<file path="config.mk">
export PLATFORM = sky130hd
export DESIGN_NAME = johnson_seq_monitor
export DESIGN_NICKNAME = d
export VERILOG_FILES = /design/src/rtl/johnson_seq_monitor.sv
export SDC_FILE = /design/constraint.sdc
export NUM_CORES = 1
export LEC_CHECK = 0
export CAP_MARGIN = 10
export CORE_AREA = 2 2 44 56
export CTS_CLUSTER_SIZE = 28
export DETAILED_ROUTE_END_ITERATION = 8
export DIE_AREA = 0 0 46 58
export HOLD_SLACK_MARGIN = 0.02
export PLACE_DENSITY = 0.78
export SLEW_MARGIN = 30
export SYNTH_ARGS = -nofsm -noshare
export SYNTH_HDL_FRONTEND = slang
export SYNTH_SLANG_ARGS = --single-unit
</file>
<file path="constraint.sdc">
create_clock -name clock -period 6.9 [get_ports clock]
set_input_delay 1.38 -clock clock [delete_from_list [all_inputs] [get_ports clock]]
set_output_delay 1.38 -clock clock [all_outputs]
set_load 0.01 [all_outputs]
</file>
<file path="src/rtl/johnson_seq_monitor.sv">
// johnson_seq_monitor
//   Integrity monitor for a WIDTH-bit Johnson counter. Every rising edge it
//   decodes counter_state to a phase index. It flags codes that are not legal
//   Johnson codes and legal codes that arrive out of sequence. It also keeps
//   a saturating error count and a sticky alarm for the security logic.
//
// Ports
//   clock          in   sole clock, rising edge
//   reset          in   asynchronous active-low reset
//   counter_state  in   [WIDTH-1:0] Johnson counter output, sampled each edge
//   clear          in   synchronous clear of err_count / alarm
//   phase          out  [PHASE_W-1:0] phase of the last legal sample
//   phase_valid    out  last sample was a legal code
//   illegal_state  out  one-cycle pulse: last sample was an illegal code
//   seq_error      out  one-cycle pulse: last sample legal but out of sequence
//   err_count      out  [CNT_W-1:0] saturating error-event count
//   alarm          out  sticky, set when err_count reaches ERR_THRESHOLD
module johnson_seq_monitor #(
    parameter int WIDTH         = 4,
    parameter int ERR_THRESHOLD = 3,
    parameter int CNT_W         = 8,
    localparam int PHASE_W      = $clog2(2 * WIDTH)
) (
    input  logic               clock,
    input  logic               reset,
    input  logic [WIDTH-1:0]   counter_state,
    input  logic               clear,
    output logic [PHASE_W-1:0] phase,
    output logic               phase_valid,
    output logic               illegal_state,
    output logic               seq_error,
    output logic [CNT_W-1:0]   err_count,
    output logic               alarm
);

    localparam int unsigned CYCLE = 2 * WIDTH;

    logic [PHASE_W-1:0] prev_phase;
    logic               have_prev;

    logic               dec_legal;
    logic [PHASE_W-1:0] dec_phase;
    logic [PHASE_W-1:0] succ_phase;
    logic               ill_hit;
    logic               seq_hit;
    logic               err_event;
    logic [CNT_W-1:0]   cnt_next;
    logic               alarm_next;

    // Johnson code for phase k: k ones in the LSBs for k < WIDTH, otherwise
    // (2*WIDTH - k) ones in the MSBs.
    function automatic logic [WIDTH-1:0] code_of(input int unsigned k);
        logic [WIDTH-1:0] all_ones;
        all_ones = '1;
        if (k < WIDTH)
            return ~(all_ones << k);
        else
            return all_ones << (k - WIDTH);
    endfunction

    // Decode: at most one phase matches a given code.
    always_comb begin
        dec_legal = 1'b0;
        dec_phase = '0;
        for (int unsigned k = 0; k < CYCLE; k++) begin
            if (counter_state == code_of(k)) begin
                dec_legal = 1'b1;
                dec_phase = PHASE_W'(k);
            end
        end
    end

    // Expected successor of the previous legal phase, wrapping at 2*WIDTH.
    always_comb begin
        succ_phase = '0;
        if (prev_phase != PHASE_W'(CYCLE - 1))
            succ_phase = prev_phase + PHASE_W'(1);
    end

    // Phase 0 is always accepted: the counter may have been reset, or it may
    // be held in reset and repeating its zero code.
    always_comb begin
        ill_hit   = ~dec_legal;
        seq_hit   = dec_legal & have_prev &
                    (dec_phase != '0) & (dec_phase != succ_phase);
        err_event = ill_hit | seq_hit;
    end

    // Error counter and alarm. A clear restarts the count from this cycle's
    // event, and the alarm is re-evaluated against the restarted count.
    always_comb begin
        cnt_next = err_count;
        if (clear)
            cnt_next = CNT_W'(err_event);
        else if (err_event && (err_count != '1))
            cnt_next = err_count + CNT_W'(1);

        alarm_next = (alarm & ~clear) |
                     (cnt_next >= CNT_W'(ERR_THRESHOLD));
    end

    always_ff @(posedge clock or negedge reset) begin
        if (!reset) begin
            prev_phase    <= '0;
            have_prev     <= 1'b0;
            phase         <= '0;
            phase_valid   <= 1'b0;
            illegal_state <= 1'b0;
            seq_error     <= 1'b0;
            err_count     <= '0;
            alarm         <= 1'b0;
        end else begin
            illegal_state <= ill_hit;
            seq_error     <= seq_hit;
            phase_valid   <= dec_legal;
            err_count     <= cnt_next;
            alarm         <= alarm_next;
            if (dec_legal) begin
                // Both accepted and out-of-sequence samples resynchronise.
                phase      <= dec_phase;
                prev_phase <= dec_phase;
                have_prev  <= 1'b1;
            end else begin
                have_prev  <= 1'b0;
            end
        end
    end

endmodule

</file>
==> flow_metrics.py, run 1 <==
metrics = {
    "worst_hold_path": {
        "hold_start": "prev_phase[0]",
        "worstHoldPathType": "flop to flop",
    },
    "grt": {
        "grt_pass1_wl_um": 4370,
        "grt_usage": 0.220,
        "met1_usage": 0.265,
        "grt_antenna_before_repair": 0,
        "grt_pass1_vias": 1001,
        "gr-max-usage-layer": "met2",
        "grt_max_degree": 17,
        "grtUsageMet2": 0.395,
        "use_met3": 0.0249,
        "gr-total-overflow": 0,
    },
    "sta": {
        "finalCriticalPeriod_ns": 4.13,
        "hold_viol": 0,
        "finalCritPeriodShare": 0.598,
        "fmax_ghz": 0.242,
        "finalSetupTns_ns": 0,
        "grt_setup_unrepaired": "no",
        "final-setup-viol-count": 0,
        "clock_skew_ns": 0.00568,
        "maxSlewViolCount": 0,
        "worst_slew_pin_slew_ns": 0.713,
        "relSlewSlack": 0.523,
    },
    "drt": {
        "vias": 955,
        "vias_per_cell": 6.20,
        "detail_route.first_pass.iterations": 4,
        "routed_wl_um": 2490,
        "drtIter0Drc": 16,
        "antenna_left": 0,
        "drc_errors": 0,
        "avgRoutedWirePerCell_um": 16.2,
    },
    "placement": {
        "placed_area_mm2": 0.00129,
        "gp_congestion": 0.818,
        "port_buffers": 21,
        "place_inst": 150,
        "place_hpwl_um": 1810,
    },
    "synthesis": {
        "synth_cells": 114,
        "ys_ff_latch": 15,
        "netlist_top_cells_area": "dfrtp_1, nor2_1, xnor2_1",
        "async_reset_ff_frac": 1.00,
        "synth_edf_count": 0,
        "syn_area_mm2": 0.00109,
        "synth_nets": 124,
        "synth.largest_area_cell": "dfrtp_1",
        "ys.warnings.count": 0,
        "synth_top_flop_cell": "dfrtp_1",
        "yosysTopAreaCellShare": 0.344,
        "ys_types": 51,
        "postSynthAreaPerCell_um2": 9.58,
        "synth.yosys.seq_area_share": 0.344,
    },
    "pwr": {
        "p_clk_frac": 0.200,
        "intPower_w": 0.000174,
        "net-switching-power_w": 0.0000973,
        "p_leak_nw": 0.529,
        "netSwitchingFraction": 0.358,
        "power_frac_seq": 0.414,
        "combPwrFrac": 0.386,
        "power_density_mw_per_mm2": 206,
        "total_power_w": 0.000272,
        "peakVddDrop_v": 0.000116,
    },
    "clock_tree": {
        "cts_made_buffers": 3,
        "hold_buffers": 0,
        "clock_path_buffers": 2,
        "postCtsSetupBuffers": 0,
        "cts_sinks": 15,
        "h-tree-depth": 1,
        "cts_resized": 0,
        "clk_transition_reported_paths_ns": 0.10,
        "clock_latency_ns": 0.30,
        "clock-root-buffer": "clkbuf_4",
        "cts_tree": "done",
    },
    "floorplan": {
        "die-area_mm2": 0.00267,
        "row_count": 19,
        "start_util": 0.511,
        "die_h_um": 58,
        "ios": 22,
        "die_x_um": 46,
        "core_mm2": 0.00214,
    },
    "critical_path": {
        "cp_max_fo": 16,
        "crit_arrival_ns": 4.31,
        "critPathSlowestCell": "clkdlybuf4s50_1",
        "start_kind": "input pin",
        "reg2reg_from": "prev_phase[1]",
        "cp_slowest_stage_delay_ns": 0.82,
        "cp-startpoint": "counter_state[3]",
        "end_kind": "flop",
        "cp_data_required_time_ns": 7.08,
        "critPathKind": "input pin to flop",
        "crit_family": "simple AND/OR/NAND/NOR gates",
        "crit_buf_inv": 1,
        "crit_chain": "clkdlybuf4s50_1 > nand4b_1 > o32ai_1 > o311a_4 > o21ai_4 > and3_2 > mux2_2 > or4_1",
    },
    "layout": {
        "nFillCells": 197,
        "layout-drive-gt1-share": 0.150,
        "seq_area_um2": 375,
        "instances_no_fill": 154,
        "syn2layout_area_growth_pct": 20.7,
        "num_antenna_cells": 0,
        "multi_input_area_um2": 668,
        "fin_nets": 144,
        "final_util": 0.616,
        "design_area_mm2": 0.00132,
    },
    "status": {
        "status": "complete, no violations",
    },
    "run": {
        "drv_cap": 0,
    },
}
[synthesized netlist by cell type (all sizes together), types with 4 or more instances]
library cell,count
a21oi,6
mux2i,4
o21ai,4
nand2,5
nand3,5
nand4,4
nor2,14
buf,5
dfrtp,15
xnor2,5
[cell families after synthesis]
group | share of synthesized area
AND/OR/NAND/NOR | 0.234
XOR/XNOR | 0.0710
flip-flops | 0.344
AO/OA/AOI/OAI | 0.198
adder cells (fa/ha/maj) | 0.0344
buffers and inverters | 0.0447
multiplexers | 0.0744
[cell type report]
type,instances,area share
clock inverters,1,0.00380
clock buffers,3,0.0171
well taps,21,0.0199
flip-flops and latches,15,0.285
repair buffers,21,0.159
multi-input cells,90,0.507
inverters,3,0.00854
[per-layer routing]
metal / part of all wire / routed length (µm) / up-vias
met5: 0 / 0 / -
li1: - / - / 462
met2: 0.54 / 1350 / 20
met4: 0.014 / 36 / 0
met3: 0.034 / 85 / 5
met1: 0.41 / 1020 / 468
[flip-flops by register name (all words and copies together), names as in the netlist]
signal,flops
seq_error,1
err_count,8
have_prev,1
prev_phase,3
illegal_state,1
alarm,1
[power by group through the flow]
stage	clock [W]	combinational (W)	sequential, W
floorplan	0	0.0000626	0.000117
global placement	0	0.000101	0.000114
detailed placement	0	0.000104	0.000114
CTS	0.0000551	0.000105	0.000113
global route	0.0000586	0.000117	0.000115
finish	0.0000543	0.000105	0.000112
[cell usage in the layout, fill, tap and decap left out, types with 2 or more instances in the layout]
| cell type | count |
|---|---|
| a21oi_1 | 6 |
| clkbuf_4 | 3 |
| clkdlybuf4s50_1 | 21 |
| dfrtp_1 | 15 |
| ha_1 | 3 |
| inv_1 | 2 |
| mux2_2 | 2 |
| mux2i_1 | 3 |
| nand2_1 | 4 |
| nand2b_1 | 2 |
| nand3_1 | 5 |
| nand4_1 | 3 |
| nand4b_1 | 2 |
| nor2_1 | 14 |
| nor2b_1 | 3 |
| o211ai_1 | 2 |
| o21ai_0 | 3 |
| o22ai_1 | 3 |
| xnor2_1 | 5 |
| xor2_1 | 2 |
[tightest hold or removal path: cells and delay by family, from the launching register on]
family | cells | cell delay, ns
flip-flops | 1 | 0.40
AND/OR/NAND/NOR | 1 | 0.06
AO/OA/AOI/OAI | 1 | 0.10
[through the flow]
| step | worst slack (ns) | hold WS, ns |
|---|---|---|
| global route | 2.66 | 0.668 |
| global placement | 2.53 | 0.572 |
| CTS | 2.81 | 0.609 |
| detailed placement | 2.50 | 0.584 |
| finish | 2.77 | 0.600 |
| floorplan | 3.38 | 0.599 |
[final timing paths]
path | depth (start not counted) | slack (ns) | end
worst max register to register | 9 | 3.65 | alarm
worst min-delay path | 2 | 0.60 | prev_phase[0]
max in group asynchronous | 1 | 4.95 | err_count[2]
min in group asynchronous | 1 | 1.49 | prev_phase[1]
worst min register to register | 2 | 0.60 | prev_phase[0]
worst max-delay path | 8 | 2.77 | alarm
Power figures use the tool's default switching activity.
==> run 2, diff against run 1 <==
--- a/config.mk
+++ b/config.mk
@@ -6,12 +6,12 @@
 export NUM_CORES = 1
 export LEC_CHECK = 0
 export CAP_MARGIN = 10
-export CORE_AREA = 2 2 44 56
+export CORE_AREA = 2 2 48 61
 export CTS_CLUSTER_SIZE = 28
 export DETAILED_ROUTE_END_ITERATION = 8
-export DIE_AREA = 0 0 46 58
+export DIE_AREA = 0 0 50 63
 export HOLD_SLACK_MARGIN = 0.02
-export PLACE_DENSITY = 0.78
+export PLACE_DENSITY = 0.69
 export SLEW_MARGIN = 30
 export SYNTH_ARGS = -nofsm -noshare
 export SYNTH_HDL_FRONTEND = slang
==> constraint.sdc (replaced) <==
create_clock -name clock -period 3.4 [get_ports clock]
set_input_delay 0.68 -clock clock [delete_from_list [all_inputs] [get_ports clock]]
set_output_delay 0.68 -clock clock [all_outputs]
set_load 0.01 [all_outputs]
==> run 2 against run 1 <==
Compared with the run above:
- sequential share of layout area down 1.7 points
- clock skew up 0.0056 ns
- sequential power up 110%
- routed wire length up 2.2%
- sequential cell count unchanged
- clock power up 100%
- critical path type unchanged
- largest cell class unchanged
==> flow_metrics.py, run 2 (same netlist as run 1, synthesis figures left out) <==
metrics = {
    "pwr": {
        "peakVddDrop_v": 0.000214,
        "combPwrFrac": 0.399,
        "intPower_w": 0.000365,
        "net-switching-power_w": 0.000199,
        "netSwitchingFraction": 0.353,
        "p_leak_nw": 0.564,
        "power_frac_seq": 0.408,
        "p_clk_frac": 0.193,
        "power_density_mw_per_mm2": 402,
    },
    "critical_path": {
        "critPathKind": "input pin to flop",
        "crit_arrival_ns": 3.23,
        "start_kind": "input pin",
        "r2r-end": "alarm",
        "cp_max_fo": 11,
        "r2r_slack_ns": 0.35,
        "reg2reg_depth": 9,
        "reg2reg_from": "prev_phase[1]",
        "end_kind": "flop",
        "cp_data_required_time_ns": 3.56,
    },
    "sta": {
        "clock_skew_ns": 0.0113,
        "hold_viol": 0,
        "fmax_ghz": 0.326,
        "relSlewSlack": 0.552,
        "whs_ns": 0.613,
        "final-setup-viol-count": 0,
        "finalCritPeriodShare": 0.901,
        "finalSetupTns_ns": 0,
        "worst_slew_pin_slew_ns": 0.670,
        "maxSlewViolCount": 0,
        "finalCriticalPeriod_ns": 3.06,
        "grt_setup_unrepaired": "no",
    },
    "floorplan": {
        "ios": 22,
        "die-area_mm2": 0.00315,
        "die_h_um": 63,
        "start_util": 0.420,
        "die_x_um": 50,
        "row_count": 21,
        "core_mm2": 0.00260,
    },
    "worst_hold_path": {
        "worstHoldPathType": "flop to flop",
        "holdPathStages": 2,
        "hold_start": "prev_phase[0]",
        "holdPathEnd": "prev_phase[0]",
    },
    "run": {
        "drv_cap": 0,
    },
    "clock_tree": {
        "clock_path_buffers": 2,
        "cts_made_buffers": 3,
        "h-tree-depth": 1,
        "clock-root-buffer": "clkbuf_4",
        "cts_resized": 0,
        "clk_transition_reported_paths_ns": 0.09,
        "postCtsSetupBuffers": 0,
        "clock_latency_ns": 0.29,
        "cts_tree": "done",
        "hold_buffers": 0,
        "cts_sinks": 15,
    },
    "drt": {
        "detail_route.first_pass.iterations": 6,
        "vias": 994,
        "drtIter0Drc": 26,
        "vias_per_cell": 5.71,
        "routed_wl_um": 2550,
        "avgRoutedWirePerCell_um": 14.6,
        "antenna_left": 0,
        "drc_errors": 0,
    },
    "layout": {
        "largest_register": "err_count",
        "syn2layout_area_growth_pct": 28.4,
        "num_antenna_cells": 0,
        "layout_common_cells": "clkdlybuf4s50_1, dfrtp_1, nor2_1, a21oi_1, buf_4",
        "fin_nets": 151,
        "layout-drive-gt1-share": 0.193,
        "largest_register_ff_count": 8,
        "mostFrequentLayoutCell": "clkdlybuf4s50_1",
        "top_regs": "err_count x8, prev_phase x3",
        "nFillCells": 239,
    },
    "grt": {
        "grt_pass1_wl_um": 4390,
        "grt_antenna_before_repair": 0,
        "gr-total-overflow": 0,
        "grt_max_degree": 16,
        "grt_pass1_vias": 938,
        "grt_usage": 0.179,
    },
    "placement": {
        "gp_congestion": 0.778,
        "port_buffers": 21,
        "place_hpwl_um": 1910,
    },
    "status": {
        "status": "complete, no violations",
    },
}
## run 2: changes by cell type in the layout (fill, tap and decap cells not counted), sizes merged
cell	change
clkinv	-1
buf	+7
clkinvlp	+1
## run 2: layout make-up
| class | count | area, µm² | area share |
|---|---|---|---|
| tap | 34 | 42.5 | 0.0303 |
| clock buffer | 3 | 22.5 | 0.0161 |
| clock inverter | 1 | 7.51 | 0.00535 |
| inverter | 3 | 11.3 | 0.00803 |
| sequential | 15 | 375 | 0.268 |
| multi-input combinational | 90 | 668 | 0.476 |
| timing repair buffer | 28 | 275 | 0.196 |
## run 2: through the flow
step	area, µm²	cells	setup slack [ns]	util	total power [W]
4_1_cts	1400	174	0.344	0.539	0.000568
6_report	1400	174	0.336	0.539	0.000564
2_1_floorplan	1090	114	0.421	-	0.000364
5_1_grt	1400	174	0.184	0.539	0.000604
3_3_place_gp	1370	170	0.0969	0.528	0.000452
3_5_place_dp	1370	170	0.0577	0.528	0.000459
## run 2: power by group through the flow
| stage | clock (W) | combinational (W) | sequential [W] |
|---|---|---|---|
| finish | 0.000109 | 0.000225 | 0.000230 |
| detailed placement | 0 | 0.000226 | 0.000233 |
| floorplan | 0 | 0.000127 | 0.000237 |
| global route | 0.000120 | 0.000249 | 0.000235 |
| global placement | 0 | 0.000219 | 0.000233 |
| CTS | 0.000111 | 0.000227 | 0.000230 |
## run 2: how the worst max path moves through the flow
| stage | startpoint | end | cells after the start |
|---|---|---|---|
| 2_1_floorplan | prev_phase[1] | alarm | 9 |
| 3_5_place_dp | counter_state[3] | alarm | 8 |
| 6_report | counter_state[3] | alarm | 8 |
| 4_1_cts | prev_phase[1] | alarm | 9 |
| 5_1_grt | prev_phase[1] | alarm | 9 |
| 3_3_place_gp | counter_state[3] | alarm | 8 |
## run 2: layer usage
metal | up-vias | global-route usage | wire [µm]
li1 | 475 | - | -
met1 | 489 | 0.215 | 1080
met2 | 24 | 0.313 | 1330
met3 | 6 | 0.0191 | 79
met4 | 0 | 0.0833 | 60
met5 | - | 0 | 0
## run 2: critical path, stage by stage
cell and delay (ns):
clkdlybuf4s50_1 0.63, buf_4 0.23, nor4_1 0.08, o311a_4 0.39, o21ai_4 0.20, and3_2 0.21, mux2_2 0.35, or4_1 0.46
